[src/rtl/chimera_pkg.sv]
// Shared types and defaults for the cluster isolation/power sequencer.
// Holds the per-cluster state encoding and the state-to-output decode.
package chimera_pkg;

   localparam int unsigned CluIsoTimeoutCycles = 1024;
   localparam int unsigned CluClkSettleCycles  = 4;
   localparam int unsigned CluRstHoldCycles    = 8;

   typedef enum logic [2:0] {
      CLU_ACTIVE = 3'd0,
      CLU_ISO    = 3'd1,
      CLU_GATE   = 3'd2,
      CLU_OFF    = 3'd3,
      CLU_UNGATE = 3'd4,
      CLU_DEISO  = 3'd5
   } clu_iso_state_e;

   typedef struct packed {
      logic isolate;
      logic clk_en;
      logic clu_rst;
      logic busy;
      logic off;
   } clu_iso_out_t;

   function automatic clu_iso_out_t clu_iso_decode(input clu_iso_state_e s);
      clu_iso_out_t o;
      o = '0;
      case (s)
         CLU_ACTIVE: o = '{isolate: 1'b0, clk_en: 1'b1, clu_rst: 1'b0, busy: 1'b0, off: 1'b0};
         CLU_ISO:    o = '{isolate: 1'b1, clk_en: 1'b1, clu_rst: 1'b0, busy: 1'b1, off: 1'b0};
         CLU_GATE:   o = '{isolate: 1'b1, clk_en: 1'b0, clu_rst: 1'b1, busy: 1'b1, off: 1'b0};
         CLU_OFF:    o = '{isolate: 1'b1, clk_en: 1'b0, clu_rst: 1'b1, busy: 1'b0, off: 1'b1};
         CLU_UNGATE: o = '{isolate: 1'b1, clk_en: 1'b1, clu_rst: 1'b1, busy: 1'b1, off: 1'b0};
         CLU_DEISO:  o = '{isolate: 1'b0, clk_en: 1'b1, clu_rst: 1'b0, busy: 1'b1, off: 1'b0};
         default:    o = '0;
      endcase
      return o;
   endfunction

   function automatic int unsigned clu_max3(input int unsigned a, input int unsigned b,
                                            input int unsigned c);
      int unsigned m;
      m = (a > b) ? a : b;
      return (m > c) ? m : c;
   endfunction

endpackage

[src/rtl/chimera_clu_iso_ctrl_if.sv]
// Per-cluster request, handshake and status bundle between the SoC side and the sequencer.
interface chimera_clu_iso_ctrl_if #(
   parameter int unsigned NumClusters = 5
) ();
   logic [NumClusters-1:0] pd_req_i;
   logic [NumClusters-1:0] pu_req_i;
   logic [NumClusters-1:0] err_clr_i;
   logic [NumClusters-1:0] isolated_i;
   logic [NumClusters-1:0] isolate_o;
   logic [NumClusters-1:0] clk_en_o;
   logic [NumClusters-1:0] clu_rst_o;
   logic [NumClusters-1:0] busy_o;
   logic [NumClusters-1:0] off_o;
   logic [NumClusters-1:0] err_o;

   modport master (
      output pd_req_i, pu_req_i, err_clr_i, isolated_i,
      input  isolate_o, clk_en_o, clu_rst_o, busy_o, off_o, err_o
   );

   modport slave (
      input  pd_req_i, pu_req_i, err_clr_i, isolated_i,
      output isolate_o, clk_en_o, clu_rst_o, busy_o, off_o, err_o
   );
endinterface

[src/rtl/chimera_clu_iso_fsm.sv]
// Single-cluster isolation/power sequencer: FSM, shared step counter and sticky timeout flag.
// state   | meaning
// ACTIVE  | running, isolation released
// ISO     | isolate raised, waiting for isolated ack
// GATE    | clock gated, reset asserted, settling
// OFF     | fully powered down
// UNGATE  | clock running, reset held
// DEISO   | isolate released, waiting for ack to drop
module chimera_clu_iso_fsm
   import chimera_pkg::*;
#(
   parameter int unsigned TimeoutCycles   = CluIsoTimeoutCycles,
   parameter int unsigned ClkSettleCycles = CluClkSettleCycles,
   parameter int unsigned RstHoldCycles   = CluRstHoldCycles,
   parameter bit          BootOn          = 1'b1
) (
   input  logic clk_i,
   input  logic rst_i,
   input  logic pd_req_i,
   input  logic pu_req_i,
   input  logic err_clr_i,
   input  logic isolated_i,
   output logic isolate_o,
   output logic clk_en_o,
   output logic clu_rst_o,
   output logic busy_o,
   output logic off_o,
   output logic err_o
);

   localparam int unsigned CntMax = clu_max3(TimeoutCycles, ClkSettleCycles, RstHoldCycles);
   localparam int unsigned CntW   = $clog2(CntMax + 1);
   localparam logic [CntW-1:0] TimeoutLast = CntW'(TimeoutCycles - 1);
   localparam logic [CntW-1:0] SettleLast  = CntW'(ClkSettleCycles - 1);
   localparam logic [CntW-1:0] HoldLast    = CntW'(RstHoldCycles - 1);
   localparam clu_iso_state_e  BootState   = BootOn ? CLU_ACTIVE : CLU_OFF;

   if (TimeoutCycles == 0 || ClkSettleCycles == 0 || RstHoldCycles == 0) begin : g_param_check
      $error("chimera_clu_iso_fsm: cycle parameters must all be at least 1");
   end

   clu_iso_state_e  state_q, state_d;
   logic [CntW-1:0] cnt_q, cnt_d, cnt_inc;
   logic            err_q, err_d, err_set;
   clu_iso_out_t    out_q, out_d;

   assign cnt_inc = cnt_q + CntW'(1);

   always_comb begin
      state_d = state_q;
      cnt_d   = cnt_q;
      err_set = 1'b0;
      unique case (state_q)
         CLU_ACTIVE: begin
            if (pd_req_i && !pu_req_i) begin
               state_d = CLU_ISO;
               cnt_d   = '0;
            end
         end
         CLU_ISO: begin
            if (isolated_i) begin
               state_d = CLU_GATE;
               cnt_d   = '0;
            end else if (cnt_q == TimeoutLast) begin
               // No ack: back out through DEISO so the cluster is never left half-isolated.
               state_d = CLU_DEISO;
               cnt_d   = '0;
               err_set = 1'b1;
            end else begin
               cnt_d = cnt_inc;
            end
         end
         CLU_GATE: begin
            if (cnt_q == SettleLast) begin
               state_d = CLU_OFF;
               cnt_d   = '0;
            end else begin
               cnt_d = cnt_inc;
            end
         end
         CLU_OFF: begin
            if (pu_req_i && !pd_req_i) begin
               state_d = CLU_UNGATE;
               cnt_d   = '0;
            end
         end
         CLU_UNGATE: begin
            if (cnt_q == HoldLast) begin
               state_d = CLU_DEISO;
               cnt_d   = '0;
            end else begin
               cnt_d = cnt_inc;
            end
         end
         CLU_DEISO: begin
            if (!isolated_i) begin
               state_d = CLU_ACTIVE;
               cnt_d   = '0;
            end else if (cnt_q == TimeoutLast) begin
               state_d = CLU_ACTIVE;
               cnt_d   = '0;
               err_set = 1'b1;
            end else begin
               cnt_d = cnt_inc;
            end
         end
         default: begin
            state_d = BootState;
            cnt_d   = '0;
         end
      endcase
      err_d = err_set | (err_q & ~err_clr_i);
      out_d = clu_iso_decode(state_d);
   end

   always_ff @(posedge clk_i) begin
      if (rst_i) begin
         state_q <= BootState;
         cnt_q   <= '0;
         err_q   <= 1'b0;
         out_q   <= clu_iso_decode(BootState);
      end else begin
         state_q <= state_d;
         cnt_q   <= cnt_d;
         err_q   <= err_d;
         out_q   <= out_d;
      end
   end

   assign isolate_o = out_q.isolate;
   assign clk_en_o  = out_q.clk_en;
   assign clu_rst_o = out_q.clu_rst;
   assign busy_o    = out_q.busy;
   assign off_o     = out_q.off;
   assign err_o     = err_q;

endmodule

[src/rtl/chimera_clu_iso_ctrl.sv]
// Isolation/power sequencer for NumClusters independent clusters, one FSM per cluster.
module chimera_clu_iso_ctrl
   import chimera_pkg::*;
#(
   parameter int unsigned            NumClusters     = 5,
   parameter int unsigned            TimeoutCycles   = CluIsoTimeoutCycles,
   parameter int unsigned            ClkSettleCycles = CluClkSettleCycles,
   parameter int unsigned            RstHoldCycles   = CluRstHoldCycles,
   parameter logic [NumClusters-1:0] BootOn          = '1
) (
   input  logic                 soc_clk_i,
   input  logic                 rst_i,
   chimera_clu_iso_ctrl_if.slave bus
);

   logic [NumClusters-1:0] isolate_w, clk_en_w, clu_rst_w, busy_w, off_w, err_w;

   for (genvar i = 0; i < NumClusters; i++) begin : g_clu
      chimera_clu_iso_fsm #(
         .TimeoutCycles  (TimeoutCycles),
         .ClkSettleCycles(ClkSettleCycles),
         .RstHoldCycles  (RstHoldCycles),
         .BootOn         (BootOn[i])
      ) u_fsm (
         .clk_i     (soc_clk_i),
         .rst_i     (rst_i),
         .pd_req_i  (bus.pd_req_i[i]),
         .pu_req_i  (bus.pu_req_i[i]),
         .err_clr_i (bus.err_clr_i[i]),
         .isolated_i(bus.isolated_i[i]),
         .isolate_o (isolate_w[i]),
         .clk_en_o  (clk_en_w[i]),
         .clu_rst_o (clu_rst_w[i]),
         .busy_o    (busy_w[i]),
         .off_o     (off_w[i]),
         .err_o     (err_w[i])
      );
   end

   assign bus.isolate_o = isolate_w;
   assign bus.clk_en_o  = clk_en_w;
   assign bus.clu_rst_o = clu_rst_w;
   assign bus.busy_o    = busy_w;
   assign bus.off_o     = off_w;
   assign bus.err_o     = err_w;

endmodule

[src/flat_wrapper.sv]
// flat-port wrapper written by rule: the top's interface ports become plain ports
module chimera_clu_iso_ctrl_flat import chimera_pkg::*;
#(
   parameter int unsigned            NumClusters     = 5,
   parameter int unsigned            TimeoutCycles   = CluIsoTimeoutCycles,
   parameter int unsigned            ClkSettleCycles = CluClkSettleCycles,
   parameter int unsigned            RstHoldCycles   = CluRstHoldCycles,
   parameter logic [NumClusters-1:0] BootOn          = '1
)
  (soc_clk_i, rst_i, bus_pd_req_i, bus_pu_req_i, bus_err_clr_i, bus_isolated_i, bus_isolate_o, bus_clk_en_o, bus_clu_rst_o, bus_busy_o, bus_off_o, bus_err_o);
  chimera_clu_iso_ctrl_if #(.NumClusters(NumClusters)) bus_i ();
  input  logic soc_clk_i;
  input  logic rst_i;
  input wire logic [$bits(bus_i.pd_req_i)-1:0] bus_pd_req_i;
  input wire logic [$bits(bus_i.pu_req_i)-1:0] bus_pu_req_i;
  input wire logic [$bits(bus_i.err_clr_i)-1:0] bus_err_clr_i;
  input wire logic [$bits(bus_i.isolated_i)-1:0] bus_isolated_i;
  output wire logic [$bits(bus_i.isolate_o)-1:0] bus_isolate_o;
  output wire logic [$bits(bus_i.clk_en_o)-1:0] bus_clk_en_o;
  output wire logic [$bits(bus_i.clu_rst_o)-1:0] bus_clu_rst_o;
  output wire logic [$bits(bus_i.busy_o)-1:0] bus_busy_o;
  output wire logic [$bits(bus_i.off_o)-1:0] bus_off_o;
  output wire logic [$bits(bus_i.err_o)-1:0] bus_err_o;
  assign bus_i.pd_req_i = bus_pd_req_i;
  assign bus_i.pu_req_i = bus_pu_req_i;
  assign bus_i.err_clr_i = bus_err_clr_i;
  assign bus_i.isolated_i = bus_isolated_i;
  assign bus_isolate_o = bus_i.isolate_o;
  assign bus_clk_en_o = bus_i.clk_en_o;
  assign bus_clu_rst_o = bus_i.clu_rst_o;
  assign bus_busy_o = bus_i.busy_o;
  assign bus_off_o = bus_i.off_o;
  assign bus_err_o = bus_i.err_o;
  chimera_clu_iso_ctrl #(.NumClusters(NumClusters), .TimeoutCycles(TimeoutCycles), .ClkSettleCycles(ClkSettleCycles), .RstHoldCycles(RstHoldCycles), .BootOn(BootOn)) u_core (.soc_clk_i(soc_clk_i), .rst_i(rst_i), .bus(bus_i));
endmodule
[config.mk]
export PLATFORM = sky130hd
export DESIGN_NAME = chimera_clu_iso_ctrl_flat
export DESIGN_NICKNAME = d
export VERILOG_FILES = /design/src/rtl/chimera_pkg.sv /design/src/rtl/chimera_clu_iso_ctrl_if.sv /design/src/rtl/chimera_clu_iso_fsm.sv /design/src/rtl/chimera_clu_iso_ctrl.sv /design/src/flat_wrapper.sv
export SDC_FILE = /design/constraint.sdc
export NUM_CORES = 1
export LEC_CHECK = 0
export ABC_AREA = 1
export ABC_CLOCK_PERIOD_IN_PS = 4000
export BUFFER_PORTS_ARGS = -buffer_cell sky130_fd_sc_hd__buf_2
export CORE_ASPECT_RATIO = 0.5
export CORE_MARGIN = 2
export CORE_UTILIZATION = 50
export CTS_BUF_LIST = sky130_fd_sc_hd__clkbuf_4 sky130_fd_sc_hd__clkbuf_8 sky130_fd_sc_hd__clkbuf_16
export CTS_CLUSTER_SIZE = 20
export DETAILED_ROUTE_END_ITERATION = 6
export GPL_TIMING_DRIVEN = 0
export PLACE_DENSITY = 0.77
export SYNTH_ARGS = -nofsm -noshare
export SYNTH_HDL_FRONTEND = slang
export SYNTH_SLANG_ARGS = --single-unit
[constraint.sdc]
create_clock -name soc_clk_i -period 4 [get_ports soc_clk_i]
set_input_delay 0.2 -clock soc_clk_i [delete_from_list [all_inputs] [get_ports soc_clk_i]]
set_output_delay 0.2 -clock soc_clk_i [all_outputs]
set_load 0.01 [all_outputs]
==> key figures, run 1 <==
Synthesis
  • Complex-gate fraction of the synthesized area: 11.3%
  • Top cells by area, synth: dfxtp_1 (33%), nand2_1 (13%), nor2_1 (7.9%)
  • #FFs+latches synth: 100
  • Synth top cells by count: nand2_1 (204), nor2_1 (129), inv_1 (123)
  • Synthesized area: 6110 um2
  • YS warnings: 0
  • Sequential fraction of the synthesis area: 32.8%
  • Area leader, netlist: dfxtp_1
  • Post-Synth XOR/XNOR Area: 1.15%
  • Post-synth top flop: dfxtp_1
  • Most common cell in the netlist: nand2_1
  • Synth top area share: 32.8%
  • Yosys cell types: 47
  • Syn avg cell area: 6.57 um2
  • Synth Area in Simple Gates: 40.0%
  • FFs w/ async S/R, synth: 0%
  • Largest family of logic cells by synthesized area: simple AND/OR/NAND/NOR gates
  • Post-Syn Instances: 930
  • Mapped Nets: 957
  • Multiplexer share of the synthesized area: 0%
  • Post-synth EDFFs: 0
  • Post-Synth Adder-Cell Area: 1.02%

Global routing
  • Vias in the first global route: 5320
  • Total GRT Usage: 21.9%
  • Largest net degree at the start of global routing: 17
  • GRT Residual Overflow: 0
  • Initial antenna violation count: 0
  • Global-route wire length before repair: 23400 um

STA
  • Max-slew headroom at the worst pin: 44.7%
  • Tmin final: 1800 ps
  • Peak Freq: 0.556 GHz
  • Final setup viols: 0
  • Final Max Tran Viols: 0
  • Slew @ Worst Pin: 830 ps
  • Fin. Hold Viols: 0
  • Setup Total Neg Slack: 0 ps
  • Post-route setup slack: 2200 ps
  • RSZ-0062 raised after global routing: false
  • Worst Skew: 5.37 ps
  • Final period utilization: 45.0%

Outcome
  • Outcome: finished clean

Floorplan
  • Die Y-Extent: 82.2 um
  • Rows: 28
  • Boundary Pins: 52
  • Die area: 13200 um2
  • Core ar.: 11900 um2
  • Initial Util: 51.5%
  • Die span in x: 160 um

Worst setup path
  • Critical path class: reg2reg
  • Startpoint Class: flop
  • R2r endpoint: u_core.g_clu[2].u_fsm.cnt_q[10]
  • Worst Setup End Kind: flop
  • Reg2reg path depth: 10
  • CP max FO: 5
  • CP arrival: 1990 ps
  • Crit path from: u_core.g_clu[2].u_fsm.cnt_q[0]
  • Worst r2r src: u_core.g_clu[2].u_fsm.cnt_q[0]
  • R2R Setup Slk: 2200 ps
  • Critical Path RT: 4190 ps

Detailed routing
  • Drt via density: 5.04
  • Routed WL per cell: 11.9 um
  • Routed wire length: 13800 um
  • DR pass1 iterations: 5
  • Antenna-violating nets left: 0
  • DRC: 0
  • 1st-iter DRT viols: 244
  • DR vias: 5849

Worst hold path
  • Hold path cells: 4
  • Worst min path class: in2reg
  • Hold EP: u_core.g_clu[2].u_fsm.err_o
  • Min-delay src: bus_err_clr_i[2]

CTS
  • CTS buffer count: 9
  • Worst skew pair latency: 340 ps
  • Clock sink total: 100
  • Clk pin slew, worst setup/hold paths: 60 ps
  • Max Buffers Root-to-Sink: 2
  • CTS root buf: clkbuf_16
  • Hold buffer count at cts: 0
  • Setup repair bufs after CTS: 0
  • CTS-repair resized insts: 0
  • H-tree depth: 3
  • CTS tree: built

Placed design
  • RD Place Congestion: 0.902
  • PortBufs: 50
  • Detailed Place HPWL: 10400 um
  • Dpl ws: 2220 ps

Layout
  • Fraction of layout cells with a size suffix above 1: 20.4%
  • Nets: 1018
  • P&R area growth vs syn: 12.2%
  • Antenna Cells: 0

Pwr
  • Worst vdd ir: 0.197 mV
  • Leakage power: 3.16 nW
  • Power Density: 321 nW/um2

Flow run
  • Max Cap Viol: 0
-- area by class of cell --
class | instances | area [um2]
Buffer | 43 | 305
Clock buffer | 12 | 260
Clock inverter | 4 | 30.0
Fill cell | 1141 | 5020
Inverter | 142 | 534
Multi-Input combinational cell | 645 | 3270
Sequential cell | 100 | 2000
Tap cell | 165 | 206
Timing Repair Buffer | 50 | 250
-- routing by layer --
layer | vias to the layer above | GRT usage [%] | wire length, um
li1 | 3055 | - | -
met2 | 126 | 40.4 | 6490
met1 | 2651 | 27.1 | 6510
met4 | 0 | 5.68 | 154
met3 | 17 | 3.95 | 691
met5 | - | 0 | 0
-- cells in the final DEF, fill, tap and decap left out, types with 4 or more instances in the layout --
cell / n
clkbuf_16: 9
nand2_1: 204
buf_4: 31
nor2_2: 13
nand2_2: 22
nand4_1: 19
o211ai_1: 6
nor2_4: 7
nor3_2: 8
inv_1: 123
a21oi_2: 10
o21bai_1: 4
buf_2: 54
dfxtp_1: 100
nand3_1: 65
clkbuf_1: 5
inv_2: 17
nor2_1: 129
o21a_1: 4
a21oi_1: 41
xor2_1: 6
o21ai_0: 32
ha_1: 5
nand3_2: 9
nor3_1: 23
o21ai_1: 12
-- per-stage QoR --
step	util, %	std cells	area [um2]	hold WS (ps)	total power [mW]
final	57.7	1161	6860	111	2.20
after global routing	57.7	1161	6860	135	2.30
after CTS	57.7	1161	6860	102	2.22
after detailed placement	55.3	1145	6570	472	1.37
after global placement	55.3	1145	6570	458	1.36
after floorplan	-	930	6110	363	1.28
-- flip-flops by register name, summed over array words and instances (netlist names) --
name / cells
u_core.g_clu.u_fsm.cnt_q: 55
u_core.g_clu.u_fsm.busy_o: 5
u_core.g_clu.u_fsm.err_o: 5
u_core.g_clu.u_fsm.off_o: 5
u_core.g_clu.u_fsm.clk_en_o: 5
u_core.g_clu.u_fsm.isolate_o: 5
u_core.g_clu.u_fsm.state_q: 15
u_core.g_clu.u_fsm.clu_rst_o: 5
-- worst max-delay path by stage --
stage                                            to  slack (ps)  depth (start not counted)
global route        u_core.g_clu[2].u_fsm.cnt_q[10]        2030                         10
detailed placement  u_core.g_clu[2].u_fsm.cnt_q[10]        2220                         10
finish              u_core.g_clu[2].u_fsm.cnt_q[10]        2200                         10
floorplan              u_core.g_clu[1].u_fsm.busy_o        2500                         10
CTS                 u_core.g_clu[2].u_fsm.cnt_q[10]        2190                         10
global placement    u_core.g_clu[2].u_fsm.cnt_q[10]        2240                         10
-- logic make-up (layout without fill, tap and decap cells) --
| kind of cell | count (synthesis) | in the layout |
|---|---|---|
| AND/OR/NAND/NOR | 514 | 514 |
| buffers and inverters | 185 | 251 |
| AO/OA/AOI/OAI | 118 | 118 |
| flip-flops | 100 | 100 |
| XOR/XNOR | 8 | 8 |
| adder cells (fa/ha/maj) | 5 | 5 |
-- worst max-delay path, stage by stage, from the launching register on --
cell and delay (ps):
dfxtp_1 400, ha_1 260, nand2_1 110, nor2_2 190
nand2_1 140, nor2_1 160, nand2_1 70, o21ai_1 110
inv_1 50, o21ai_1 110, a21oi_1 70
-- where the power goes --
part	total [mW]	switching, mW	leakage (nW)	internal (mW)
registers	1.05	0.0201	0.810	1.03
clock network	0.853	0.386	0.143	0.467
logic	0.304	0.193	2.21	0.110
total	2.20	0.600	3.16	1.60
(Power assumes the default switching activity.)
==> run 2: changes to the inputs <==
- ABC_CLOCK_PERIOD_IN_PS: 4000 -> 1800
- clock period: 4 -> 1.8 ns (I/O delays scaled with it)
==> run 2 against run 1 <==
Hold slack lost 50 ps. Design area grew 1.7%. Clock-buffer cell count is the same. Utilization grew 0.98 points. Routed wire length grew 1.8%. Cell count grew 0.26%. Combinational power grew 130%. Sequential cell count is the same. Global-route usage is essentially flat. Critical path type unchanged. Largest cell class unchanged.
==> key figures, run 2 (synthesis results as in run 1) <==
Outcome
  • Outcome: finished clean

Detailed routing
  • Antenna-violating nets left: 0 (unchanged)
  • DRC: 0 (unchanged)
  • Routed wire length: 14100 um (+1.8%)
  • Routed WL per cell: 12.1 um (+1.5%)
  • DR pass1 iterations: 5 (unchanged)
  • DR vias: 5869 (+0.34%)
  • Drt via density: 5.04 (about the same)
  • 1st-iter DRT viols: 264 (+8.2%)

STA
  • Setup Total Neg Slack: 0 ps (unchanged)
  • Final setup viols: 0 (unchanged)
  • Max-slew headroom at the worst pin: 44.6% (about the same)
  • Fin. Hold Viols: 0 (unchanged)
  • Peak Freq: 0.587 GHz (+5.5%)
  • Post-route setup slack: 96.2 ps (-2110 ps)
  • Final hold slack: 61.2 ps (-50.1 ps)
  • Worst Skew: 6.25 ps (+0.875 ps)
  • Tmin final: 1700 ps (-94.4 ps)
  • Final period utilization: 94.7% (+50 points)
  • Final Max Tran Viols: 0 (unchanged)
  • Slew @ Worst Pin: 831 ps (+0.567 ps)

Worst setup path
  • CP Cell Sequence: ha_2 > nand2_2 > nor2_4 > nand2_2 > inv_2 > nand3_1 > nand2_1 > nand2_1 > nor2_4 > inv_1 > nand2_1 > a21oi_1
  • Startpoint Class: flop
  • CP max FO: 4 (-1)
  • Critical Path RT: 2000 ps (-2190 ps)
  • CP max stage delay: 360 ps (-40 ps)
  • Critical path class: reg2reg
  • Worst Setup End Kind: flop
  • Most used cell along the critical path: nand2_1
  • CP arrival: 1900 ps (-90 ps)
  • Crit-path slowest cell: dfxtp_1

CTS
  • Max Buffers Root-to-Sink: 2 (unchanged)
  • CTS tree: built
  • CTS buffer count: 9 (unchanged)
  • Worst skew pair latency: 350 ps (about the same)
  • H-tree depth: 3 (unchanged)
  • Clk pin slew, worst setup/hold paths: 70 ps (about the same)
  • CTS root buf: clkbuf_16
  • Clock sink total: 100 (unchanged)

Layout
  • Number of flip-flops in the largest register: 55 (unchanged)
  • Largest reg by FF count: u_core.g_clu.u_fsm.cnt_q
  • Top flop regs: u_core.g_clu.u_fsm.cnt_q: 55 flops, u_core.g_clu.u_fsm.state_q: 15 flops
  • P&R area growth vs syn: 14.1%
  • Final non-filler cell total: 1164 (+0.26%)
  • Nets: 1021 (+0.29%)
  • FILL cells: 1118 (-2.0%)
  • Core Util, Final: 58.7% (+0.98 points)
  • Area occupied by multi-input gates: 3350 um2 (+2.4%)
  • Design Area, Final: 6970 um2 (+1.7%)
  • Antenna Cells: 0 (unchanged)
  • Commonest non-fill, non-tap cell in the layout: nand2_1
  • Commonest non-fill, non-tap cells in the layout: nand2_1 (204), nor2_1 (125), inv_1 (122)
  • Sequential Area: 2010 um2 (+0.38%)
  • Fraction of layout cells with a size suffix above 1: 21.8% (+1.4 points)

Floorplan
  • Core ar.: 11900 um2 (unchanged)
  • Rows: 28 (unchanged)
  • Die area: 13200 um2 (unchanged)
  • Die Y-Extent: 82.2 um (unchanged)
  • Initial Util: 51.5% (unchanged)
  • Die span in x: 160 um (unchanged)
  • Boundary Pins: 52 (unchanged)

Global routing
  • Total GRT Usage: 21.9% (about the same)
  • Initial antenna violation count: 0 (unchanged)
  • GRT met2 Usage: 40.4% (unchanged)
  • Layer with the highest usage: met2
  • Largest net degree at the start of global routing: 17 (unchanged)
  • Vias in the first global route: 5323 (+0.056%)
  • GRT Residual Overflow: 0 (unchanged)
  • M1 GR Usage: 27.1% (+0.031 points)
  • Routing usage on met3: 3.95% (unchanged)
  • Global-route wire length before repair: 23400 um (about the same)

Pwr
  • Worst vdd ir: 0.429 mV (+120%)
  • Power Density: 704 nW/um2 (+120%)
  • Power consumption: 4.91 mW (+120%)
  • Leakage power: 3.18 nW (+0.51%)

Placed design
  • Detailed Place HPWL: 10400 um (unchanged)
  • Dpl cell area: 6570 um2 (unchanged)
  • Dpl cells: 1145 (unchanged)
  • Dpl ws: 15.6 ps (-2200 ps)
  • RD Place Congestion: 0.902 (unchanged)
  • PortBufs: 50 (unchanged)

Flow run
  • Max Cap Viol: 0 (unchanged)

Worst hold path
  • Worst min path class: in2reg
==> run 2: cell count changes in the layout (fill, tap and decap cells not counted), moves of 2 or more <==
cell	before	now
ha_2	0	2
dlygate4sd3_1	0	3
nand2_4	1	3
nand2_2	22	20
ha_1	5	2
nor2_4	7	11
nor2_1	129	125
dfxtp_2	0	6
dfxtp_1	100	94
==> run 2: worst paths after layout <==
kind | cells after the start | end | startpoint | slack, ps
max | 12 | u_core.g_clu[3].u_fsm.cnt_q[1] | u_core.g_clu[3].u_fsm.cnt_q[1] | 100
min | 3 | u_core.g_clu[1].u_fsm.err_o | bus_err_clr_i[1] | 60
max reg2reg | 12 | u_core.g_clu[3].u_fsm.cnt_q[1] | u_core.g_clu[3].u_fsm.cnt_q[1] | 100
min reg2reg | 2 | u_core.g_clu[4].u_fsm.err_o | u_core.g_clu[4].u_fsm.err_o | 480
==> run 2: repair_timing <==
action / 4_1_cts / 5_1_grt
hold endpoints to repair: 3 / 0
buffers inserted: 0 / 0
pin swaps: 0 / 3
hold buffers: 3 / 0
setup endpoints to repair: 1 / 29
gates resized for setup: 1 / 23
==> run 2: area by class of cell <==
| cell class | count | share of cell area, % |
|---|---|---|
| buffer | 43 | 4.38 |
| timing repair buffer | 53 | 4.02 |
| inverter | 142 | 7.66 |
| sequential | 100 | 28.8 |
| clock buffer | 12 | 3.73 |
| multi-input combinational | 645 | 48.0 |
| clock inverter | 4 | 0.431 |
| tap | 165 | 2.96 |
==> run 2: worst max-delay path: cells and delay by family, from the launching register on <==
kind,cells,cell delay (ps)
simple gates,8,800
buf+inv,2,140
compound gates,1,50
fa+ha+maj,1,210
flops,1,360
==> run 2: where the power goes <==
part	total, mW	leakage (nW)	internal [mW]	switching, mW
clock	1.90	0.143	1.04	0.858
sequential	2.33	0.813	2.28	0.0466
combinational	0.688	2.22	0.253	0.435
total	4.91	3.18	3.57	1.34
==> run 2: metal layers <==
layer	vias up	part of all wire, %	wire length, um
met4	0	1.3	186
met3	23	5.4	755
li1	3065	-	-
met5	-	0	0
met2	134	47	6590
met1	2647	47	6570
==> run 3: changes to the inputs <==
- SYNTH_HIERARCHICAL: not set -> 1
==> run 3 against run 2 <==
Hold slack improved by 51 ps. Critical path depth decreased by 3. Area after synthesis decreased by 1.2%. Critical path type unchanged. Critical endpoint is now u_core/g_clu[2].u_fsm/busy_o. Largest power group unchanged.
==> key figures, run 3 <==
Global routing
  • Vias in the first global route: 5193 (-2.4%)
  • Largest net degree at the start of global routing: 20 (+3)
  • GRT Residual Overflow: 0 (unchanged)
  • Initial antenna violation count: 0 (unchanged)
  • Global-route wire length before repair: 22200 um (-5.3%)
  • Total GRT Usage: 20.5% (-1.4 points)

Worst setup path
  • Reg2reg path depth: 9 (-3)
  • CP max FO: 4 (unchanged)
  • WP buf/inv: 0 (-2)
  • Worst r2r src: u_core/g_clu[2].u_fsm/cnt_q[0]
  • R2R Setup Slk: 150 ps (+50 ps)
  • CP Cell Sequence: ha_1 > nand3_1 > nor2_2 > nand3_1 > nand2_1 > nor2_2 > a21oi_2 > nor2_1 > nor2_1
  • Worst Setup End Kind: flop
  • Critical Path RT: 2080 ps (+80 ps)
  • Critical path class: reg2reg
  • CP delay by family, top: simple AND/OR/NAND/NOR gates
  • CP arrival: 1930 ps (+30 ps)
  • CP max stage delay: 380 ps (+20 ps)
  • Crit-path slowest cell: dfxtp_1
  • Startpoint Class: flop
  • R2r endpoint: u_core/g_clu[2].u_fsm/busy_o

Synthesis
  • Post-synth top flop: dfxtp_1
  • Synth top area share: 33.2% (+0.41 points)
  • Top cells by area, synth: dfxtp_1 (33%), nand2_1 (9.3%), nor2_1 (7.8%)
  • #FFs+latches synth: 100 (unchanged)
  • Syn avg cell area: 6.97 um2 (+6.0%)
  • Mapped Nets: 893 (-6.7%)
  • Synth top cells by count: nand2_1 (150), nor2_1 (125), dfxtp_1 (100), inv_1 (100), nand3_1 (72)
  • Most common cell in the netlist: nand2_1
  • FFs w/ async S/R, synth: 0% (unchanged)
  • Post-synth EDFFs: 0 (unchanged)
  • Area leader, netlist: dfxtp_1
  • Sequential fraction of the synthesis area: 33.2% (+0.41 points)
  • Synthesized area: 6030 um2 (-1.2%)
  • YS warnings: 6 (+6)
  • Yosys cell types: 34 (-28%)
  • Post-Syn Instances: 866 (-6.9%)

Pwr
  • Switching share of power: 28.6% (+1.3 points)
  • Share of power burned in registers: 45.8% (-1.6 points)
  • Pint: 3.63 mW (+1.6%)
  • Worst vdd ir: 0.515 mV (+20%)
  • Power Density: 733 nW/um2 (+4.1%)
  • Net Switching: 1.45 mW (+8.5%)
  • Power consumption: 5.08 mW (+3.5%)
  • Leakage power: 3.07 nW (-3.3%)
  • Clock Power Share: 40.5% (+1.9 points)
  • Combinational power share: 13.7% (-0.3 points)

Outcome
  • Outcome: finished clean

Placed design
  • RD Place Congestion: 0.870 (-3.5%)
  • Dpl ws: 89.7 ps (+74.1 ps)
  • PortBufs: 51 (+2.0%)
  • Dpl cell area: 6500 um2 (-1.1%)
  • Detailed Place HPWL: 9650 um (-7.0%)

STA
  • Peak Freq: 0.605 GHz (+3.1%)
  • Final hold slack: 112 ps (+51.1 ps)
  • Setup Total Neg Slack: 0 ps (unchanged)
  • Max-slew headroom at the worst pin: 66.7% (+22 points)
  • Post-route setup slack: 148 ps (+51.9 ps)
  • Worst Skew: 8.65 ps (+2.40 ps)
  • Final period utilization: 91.8% (-2.9 points)
  • Final Max Tran Viols: 0 (unchanged)
  • Fin. Hold Viols: 0 (unchanged)
  • Final setup viols: 0 (unchanged)
  • Tmin final: 1650 ps (-51.9 ps)
  • Slew @ Worst Pin: 500 ps (-331 ps)

Layout
  • Commonest non-fill, non-tap cells in the layout: nand2_1 (150), nor2_1 (125), inv_1 (100)
  • Design Area, Final: 6930 um2 (-0.65%)
  • Antenna Cells: 0 (unchanged)
  • Top flop regs: u_core/g_clu.u_fsm/cnt_q: 55 flops, u_core/g_clu.u_fsm/state_q: 15 flops
  • Largest reg by FF count: u_core/g_clu.u_fsm/cnt_q
  • Commonest non-fill, non-tap cell in the layout: nand2_1
  • Number of flip-flops in the largest register: 55 (unchanged)
  • P&R area growth vs syn: 14.8%
  • Fraction of layout cells with a size suffix above 1: 27.2% (+5.4 points)
  • Nets: 960 (-6.0%)
  • FILL cells: 1068 (-4.5%)

CTS
  • Max Buffers Root-to-Sink: 2 (unchanged)
  • H-tree depth: 3 (unchanged)
  • CTS tree: built
  • Clk pin slew, worst setup/hold paths: 80 ps (about the same)
  • Setup repair bufs after CTS: 0 (unchanged)
  • Worst skew pair latency: 350 ps (about the same)
  • CTS root buf: clkbuf_16
  • Clock sink total: 100 (unchanged)
  • CTS buffer count: 9 (unchanged)

Detailed routing
  • Antenna-violating nets left: 0 (unchanged)
  • 1st-iter DRT viols: 319 (+21%)
  • Routed wire length: 12900 um (-8.8%)
  • DR pass1 iterations: 5 (unchanged)
  • DRC: 0 (unchanged)
  • Drt via density: 5.12 (+1.5%)
  • Routed WL per cell: 11.7 um (-3.8%)
  • DR vias: 5644 (-3.8%)

Worst hold path
  • Hold EP: u_core/g_clu[4].u_fsm/err_o
  • Hold path cells: 4 (+1)
  • Worst min path class: in2reg
  • Min-delay src: bus_isolated_i[4]

Flow run
  • Max Cap Viol: 0 (unchanged)

Floorplan
  • Boundary Pins: 52 (unchanged)
  • Die span in x: 159 um (-0.61%)
  • Initial Util: 51.1% (-0.34 points)
  • Core ar.: 11800 um2 (-0.59%)
  • Die Y-Extent: 81.7 um (-0.60%)
  • Rows: 28 (unchanged)
  • Die area: 13000 um2 (-1.2%)
## run 3: cell count changes after synthesis, moves of 10 or more
cell | previous run | this run
nor2_2 | 13 | 33
nand3_2 | 9 | 35
buf_4 | 31 | 0
nor3_1 | 23 | 13
nand2_1 | 204 | 150
inv_1 | 123 | 100
nor2_4 | 7 | 20
o21ai_0 | 32 | 22
## run 3: how the worst max path moves through the flow
stage                     cells past startpoint                         endpoint                           start  slack, ps
after floorplan                               8  u_core/g_clu[0].u_fsm/cnt_q[10]  u_core/g_clu[0].u_fsm/cnt_q[0]        320
after global placement                        8   u_core/g_clu[0].u_fsm/cnt_q[2]  u_core/g_clu[0].u_fsm/cnt_q[0]        140
after detailed placement                      8  u_core/g_clu[0].u_fsm/cnt_q[10]  u_core/g_clu[0].u_fsm/cnt_q[0]         90
after CTS                                     8   u_core/g_clu[3].u_fsm/cnt_q[4]  u_core/g_clu[3].u_fsm/cnt_q[0]         60
after global routing                         10   u_core/g_clu[1].u_fsm/cnt_q[8]  u_core/g_clu[1].u_fsm/cnt_q[0]        -10
final                                         9     u_core/g_clu[2].u_fsm/busy_o  u_core/g_clu[2].u_fsm/cnt_q[0]        150
## run 3: final cells by class
class	instances	area, um2	share of cell area [%]
multi-input combinational	635	3600	52.0
sequential	100	2000	28.9
inverter	124	465	6.72
timing repair buffer	56	305	4.41
clock buffer	9	225	3.25
tap	165	206	2.98
clock inverter	7	91.3	1.32
buffer	7	28.8	0.415
## run 3: worst reg2reg max path, cell delays in order, from the launching register on
cell     delay [ps]
dfxtp_1         380
ha_1            200
nand3_1         190
nor2_2          200
nand3_1         140
nand2_1         110
nor2_2           70
a21oi_2         140
nor2_1           60
nor2_1          120
## run 3: routing by layer
layer | wire length (um) | up-vias | GRT usage [%] | part of all wire (%)
met1 | 5960 | 2573 | 24.4 | 46
met4 | 129 | 0 | 5.45 | 1.0
li1 | - | 2940 | - | -
met5 | 0 | - | 0 | 0
met2 | 6300 | 119 | 39.0 | 49
met3 | 462 | 12 | 3.69 | 3.6
## run 3: cell families after synthesis
| kind of cell | share of synthesized area, % |
|---|---|
| flops | 33.2 |
| mux | 0.829 |
| simple gates | 45.0 |
| compound gates | 11.8 |
| fa+ha+maj | 1.04 |
| buf+inv | 8.19 |
## run 3: metrics by stage
step	util, %	instances
after global placement	55.0	1082
after CTS	58.1	1103
after floorplan	-	866
after global routing	58.7	1103
final	58.7	1103
after detailed placement	55.0	1082
## run 3: power groups by stage
stage | clock network, mW | registers [mW] | logic, mW
2_1_floorplan | 0 | 2.39 | 0.477
3_3_place_gp | 0 | 2.37 | 0.670
3_5_place_dp | 0 | 2.38 | 0.685
4_1_cts | 2.12 | 2.33 | 0.697
5_1_grt | 2.21 | 2.34 | 0.778
6_report | 2.06 | 2.33 | 0.695
## run 3: timing repair
action | 4_1_cts | 5_1_grt
hold buffers | 5 | 0
hold endpoints to repair | 5 | 0
endpoints found under the setup margin | 0 | 30
gates resized for setup | 0 | 15
